**src/rtl/imm_pkg.sv**
```systemverilog
// Shared encodings and helpers for the handshaked ARM immediate extender.
// The rotate helper is shared so the datapath and any future checker use one definition.
package imm_pkg;

  localparam int ROT_FIELD_W = 4;
  localparam int ROT_BITS_W  = ROT_FIELD_W + 2;

  typedef enum logic [1:0] {
    IMM_DP  = 2'b00,
    IMM_MEM = 2'b01,
    IMM_BR  = 2'b10,
    IMM_FP  = 2'b11
  } imm_src_e;

  typedef enum logic [1:0] {
    S_IDLE = 2'b00,
    S_ROT  = 2'b01,
    S_HOLD = 2'b10
  } state_e;

  localparam logic [ROT_BITS_W-1:0] ROT_FULL = 6'd32;

  function automatic logic [31:0] rotr32(input logic [31:0] x, input logic [ROT_BITS_W-1:0] amt);
    logic [31:0] r;
    r = (x >> amt) | (x << (ROT_FULL - amt));
    return r;
  endfunction

  function automatic logic [31:0] fp_expand(input logic [7:0] imm8);
    logic [31:0] r;
    r = {imm8[7], ~imm8[6], {5{imm8[6]}}, imm8[5:4], imm8[3:0], 19'b0};
    return r;
  endfunction

endpackage

```
**src/rtl/imm_decode_comb.sv**
```systemverilog
// Combinational ImmSrc decode: initial value, rotate amount, step count and bad-mode flag.
// Macro FP_IMM_EN enables VFP imm8 expansion for ImmSrc=11; otherwise that mode is flagged bad.
module imm_decode_comb
  import imm_pkg::*;
#(
  parameter int DATA_W   = 32,
  parameter int ROT_STEP = 2
) (
  input  logic [23:0]            i_instr,
  input  logic [1:0]             i_imm_src,
  output logic [DATA_W-1:0]      o_init,
  output logic [ROT_BITS_W-1:0]  o_rot_bits,
  output logic [ROT_FIELD_W-1:0] o_n_steps,
  output logic                   o_bad
);

  localparam int CALC_W = ROT_BITS_W + 1;
  localparam logic [CALC_W-1:0] STEP_W  = CALC_W'(ROT_STEP);
  localparam logic [CALC_W-1:0] STEP_M1 = CALC_W'(ROT_STEP - 1);

  logic [ROT_BITS_W-1:0]  w_dp_rot_bits;
  logic [ROT_FIELD_W-1:0] w_dp_steps;

  // Rotate field counts pairs of bits; step count rounds up so a partial final step is allowed.
  assign w_dp_rot_bits = {1'b0, i_instr[11:8], 1'b0};
  assign w_dp_steps    = ROT_FIELD_W'(({1'b0, w_dp_rot_bits} + STEP_M1) / STEP_W);

  // Mode decode
  always_comb begin
    o_init     = '0;
    o_rot_bits = '0;
    o_n_steps  = '0;
    o_bad      = 1'b0;
    case (imm_src_e'(i_imm_src))
      IMM_DP: begin
        o_init     = DATA_W'({24'h000000, i_instr[7:0]});
        o_rot_bits = w_dp_rot_bits;
        o_n_steps  = w_dp_steps;
      end
      IMM_MEM: begin
        o_init = DATA_W'({20'h00000, i_instr[11:0]});
      end
      IMM_BR: begin
        o_init = {{(DATA_W-26){i_instr[23]}}, i_instr, 2'b00};
      end
      IMM_FP: begin
`ifdef FP_IMM_EN
        o_init = DATA_W'(fp_expand(i_instr[7:0]));
`else
        o_bad  = 1'b1;
`endif
      end
      default: begin
        o_bad = 1'b1;
      end
    endcase
  end

endmodule

```
**src/rtl/imm_extend_seq.sv**
```systemverilog
// Handshaked immediate extender: iterative ROT_STEP-bit rotation keeps the shifter off decode timing.
// Build macro FP_IMM_EN (consumed by imm_decode_comb) enables the float immediate mode.
module imm_extend_seq
  import imm_pkg::*;
#(
  parameter int DATA_W   = 32,
  parameter int ROT_STEP = 2
) (
  input  logic              clk,
  input  logic              reset_n,
  input  logic              in_valid,
  output logic              in_ready,
  input  logic [23:0]       Instr,
  input  logic [1:0]        ImmSrc,
  output logic              out_valid,
  input  logic              out_ready,
  output logic [DATA_W-1:0] ExtImm,
  output logic              bad_mode
);

  localparam logic [ROT_BITS_W-1:0] STEP_BITS = ROT_BITS_W'(ROT_STEP);

  state_e                 r_state;
  logic [DATA_W-1:0]      r_ext;
  logic                   r_bad;
  logic                   r_out_valid;
  logic [ROT_BITS_W-1:0]  r_rem;

  logic [DATA_W-1:0]      w_init;
  logic [ROT_BITS_W-1:0]  w_rot_bits;
  logic [ROT_FIELD_W-1:0] w_n_steps;
  logic                   w_bad;
  logic                   w_accept;
  logic [ROT_BITS_W-1:0]  w_step;

  imm_decode_comb #(
    .DATA_W   (DATA_W),
    .ROT_STEP (ROT_STEP)
  ) u_decode (
    .i_instr    (Instr),
    .i_imm_src  (ImmSrc),
    .o_init     (w_init),
    .o_rot_bits (w_rot_bits),
    .o_n_steps  (w_n_steps),
    .o_bad      (w_bad)
  );

  assign in_ready  = (r_state == S_IDLE) | ((r_state == S_HOLD) & out_ready);
  assign w_accept  = in_valid & in_ready;
  // Final step rotates only what is left when ROT_STEP does not divide the amount.
  assign w_step    = (r_rem > STEP_BITS) ? STEP_BITS : r_rem;
  assign out_valid = r_out_valid;
  assign ExtImm    = r_ext;
  assign bad_mode  = r_bad;

  // Control FSM, result register and remaining-rotation counter
  always_ff @(posedge clk) begin
    if (!reset_n) begin
      r_state     <= S_IDLE;
      r_ext       <= '0;
      r_bad       <= 1'b0;
      r_out_valid <= 1'b0;
      r_rem       <= '0;
    end else if (w_accept) begin
      r_ext <= w_init;
      r_bad <= w_bad;
      r_rem <= w_rot_bits;
      if (w_n_steps != '0) begin
        r_state     <= S_ROT;
        r_out_valid <= 1'b0;
      end else begin
        r_state     <= S_HOLD;
        r_out_valid <= 1'b1;
      end
    end else begin
      case (r_state)
        S_ROT: begin
          r_ext[31:0] <= rotr32(r_ext[31:0], w_step);
          r_rem       <= r_rem - w_step;
          if (r_rem == w_step) begin
            r_state     <= S_HOLD;
            r_out_valid <= 1'b1;
          end else begin
            r_state     <= S_ROT;
            r_out_valid <= 1'b0;
          end
        end
        S_HOLD: begin
          if (out_ready) begin
            r_state     <= S_IDLE;
            r_out_valid <= 1'b0;
          end else begin
            r_state     <= S_HOLD;
            r_out_valid <= 1'b1;
          end
        end
        S_IDLE: begin
          r_state     <= S_IDLE;
          r_out_valid <= 1'b0;
        end
        default: begin
          r_state     <= S_IDLE;
          r_out_valid <= 1'b0;
        end
      endcase
    end
  end

endmodule

```
**config.mk**
```make
export PLATFORM = sky130hd
export DESIGN_NAME = imm_extend_seq
export DESIGN_NICKNAME = d
export VERILOG_FILES = /design/src/rtl/imm_pkg.sv /design/src/rtl/imm_decode_comb.sv /design/src/rtl/imm_extend_seq.sv
export SDC_FILE = /design/constraint.sdc
export NUM_CORES = 1
export LEC_CHECK = 0
export BUFFER_PORTS_ARGS = -buffer_cell sky130_fd_sc_hd__clkbuf_2
export CORE_UTILIZATION = 36
export CTS_CLUSTER_DIAMETER = 60
export DETAILED_ROUTE_END_ITERATION = 16
export MAX_ROUTING_LAYER = met4
export PLACE_DENSITY = 0.67
export SYNTH_ARGS = -nofsm -noshare
export SYNTH_HDL_FRONTEND = slang
export SYNTH_SLANG_ARGS = --single-unit
```
**constraint.sdc**
```tcl
create_clock -name clk -period 4.82 [get_ports clk]
set_clock_uncertainty 0.1 [all_clocks]
set_input_delay 0.723 -clock clk [delete_from_list [all_inputs] [get_ports clk]]
set_output_delay 0.723 -clock clk [all_outputs]
set_load 0.02 [all_outputs]
```
==> flow_metrics.tcl <==
set metrics [dict create \
    tightestPinTransition_ns 0.910 \
    crit_path_max_fanout 43 \
    cts_setup_buffers 0 \
    dieWidth_um 97.4 \
    rr_startpoint "r_rem[2]" \
    postSynthCellCount 396 \
    syn_nets 431 \
    antenna_left 0 \
    cts_buffer_depth 2 \
    fmax_mhz 242 \
    grt.overflow.total 0 \
    finalSetupViolCount 0 \
    drive_gt1_share_pct 23.5 \
    cts_sinks 41 \
    fin_area_mm2 0.00372 \
    r2r_cells 9 \
    synth_ff_type "dfxtp_1" \
    ys_seq_area_share_pct 25.1 \
    fp.dieArea_mm2 0.00948 \
    routedWlPerCell_um 18.5 \
    grt_pass1_vias 3139 \
    cts_resized 0 \
    min_period_ns 4.13 \
    finalHoldViolCount 0 \
    n_antenna_cell 0 \
    crit_type "reg2reg" \
    timing.rr.end "ExtImm[9]" \
    htreeDepth 2 \
    syn_area_mm2 0.00328 \
    finalSetupTns_ns 0 \
    numCtsBuffers 5 \
    areaGrowthSynthToFinish_pct 13.4 \
    portBuffers 64 \
    worst_ep_arrival_time_ns 4.25 \
    ir_drop_mv 0.117 \
    powerDensity_mw_per_mm2 269 \
    grt_antenna_before_repair 0 \
    start_kind "flip-flop" \
    place_congestion 0.831 \
    yosysWarnings 0 \
    leakagePower_uw 0.00138 \
    min_path_type "reg2reg" \
    drt_iter0_drc 258 \
    route.vias.total 3404 \
    hpwl_um 6910 \
    max-cap-violations 0 \
    nNetsFinal 469 \
    syn_area_per_cell_um2 8.27 \
    routed_wirelength_um 10000 \
    hold_buffers 0 \
    io_pins 65 \
    fillCellCount 880 \
    rows 34 \
    ys_ff_latch 41 \
    min_to "bad_mode" \
    min_path_cells 2 \
    synthTopCellsByArea "dfxtp_1 25%, mux4_2 14%, mux2i_1 6.7%" \
    synth_edf_count 0 \
    slew_viol_final 0 \
    grt_max_degree 44 \
    grt_pass1_wl_um 16200 \
    hold_path.startpoint "bad_mode" \
    grt_usage_pct 21.6 \
    drc 0 \
    required_ns 4.94 \
    async_flop_share_pct 0 \
    synth_common_cells "42 x a21oi_1, 41 x dfxtp_1, 33 x clkbuf_1, 32 x nand2_1, 27 x nor2_1" \
    end_kind "flip-flop" \
    cts_root_buf "clkbuf_8" \
    cts_tree "built" \
    synth_top_area_cell "dfxtp_1" \
    coreArea_mm2 0.00876 \
    clk_latency_ns 0.30 \
    clk_pin_slew_ns 0.09 \
    drt_first_pass_iters 5 \
    status "completed" \
    grt_setup_unrepaired "false" \
    synth_cell_types 58 \
    placed_area_mm2 0.00361 \
    dieHeight_um 97.4 \
    initial_core_util_pct 37.4 \
    post-route-period-util_pct 85.8 \
    yosysTopAreaCellShare_pct 25.1 \
    rrSetupSlack_ns 0.69 \
    yosysMostFrequentCell "a21oi_1" \
    relSlewSlack_pct 39.3 \
    via_per_inst 6.28 \
]
==> cell usage in the layout (no fill, tap or decap), drive strengths merged, types with 5 or more instances in the layout <==
cell type and count:
inv 9, o2bb2ai 7, a221oi 8, nand2 32, o22ai 8, mux2i 22
buf 6, dfxtp 41, or3 15, o21ai 23, a21oi 42, nor3 17
nor2b 5, ha 5, nor2 27, a31oi 7, a211oi 21, clkbuf 69
mux4 21
==> how the worst max path moves through the flow <==
| stage | from | end | slack [ns] | cells after the start |
|---|---|---|---|---|
| finish | r_rem[2] | ExtImm[9] | 0.69 | 9 |
| global route | r_rem[2] | ExtImm[9] | 0.42 | 9 |
| CTS | r_rem[2] | ExtImm[9] | 0.80 | 9 |
| detailed placement | r_rem[2] | ExtImm[9] | 0.85 | 9 |
| global placement | r_rem[2] | ExtImm[11] | 1.03 | 8 |
| floorplan | r_rem[2] | ExtImm[11] | 1.53 | 12 |
==> final cells by class <==
type,count,area [um2],area share (%)
tap,108,135,3.64
clock buffer,5,68.8,1.85
inverter,10,37.5,1.01
clock inverter,2,35.0,0.943
multi-input combinational,306,2250,60.6
timing repair buffer,70,365,9.83
sequential,41,821,22.1
==> critical path, stage by stage, from the launching register on <==
cell	delay, ns
dfxtp_1	0.41
or4_4	0.19
or2_2	0.63
clkinv_1	0.68
ha_1	0.60
inv_1	0.59
a31oi_1	0.24
a211oi_1	0.28
o221ai_1	0.16
a21oi_1	0.17
==> metal layers <==
metal / vias up / routed length, um / global-route usage [%]
li1: 1593 / - / -
met1: 1632 / 4400 / 28.5
met2: 166 / 4740 / 34.2
met3: 13 / 678 / 2.95
met4: 0 / 206 / 7.01
met5: - / 0 / -
==> per-stage QoR <==
| step | std cells | hold WS, ns | worst slack [ns] | utilization, % | power (uW) |
|---|---|---|---|---|---|
| after floorplan | 396 | 0.371 | 1.53 | - | 630 |
| after global placement | 535 | 0.345 | 1.03 | 41.2 | 718 |
| after detailed placement | 535 | 0.355 | 0.846 | 41.2 | 726 |
| after CTS | 542 | 0.366 | 0.802 | 42.4 | 996 |
| after global routing | 542 | 0.387 | 0.423 | 42.4 | 1050 |
| final | 542 | 0.362 | 0.686 | 42.4 | 999 |
==> kinds of logic after synthesis <==
kind of cell | Yosys count | synth area share, %
AOI/OAI and AO/OA | 140 | 27.9
muxes | 43 | 21.2
and+or+nand+nor | 115 | 17.2
buffers and inverters | 49 | 6.15
DFF | 41 | 25.1
other | 1 | 0.114
xor gates and xnor gates | 2 | 0.535
adders and majority gates | 5 | 1.91
==> power by group <==
group          switching, uW  internal [uW]
Sequential              52.5            364
Clock                    124            151
Combinational            183            125
Total                    360            640
==> flip-flops by register name, summed over array words and instances, names as in the netlist <==
signal,cells
bad_mode,1
r_state,2
r_rem,6
ExtImm,32
(Power assumes the default switching activity.)
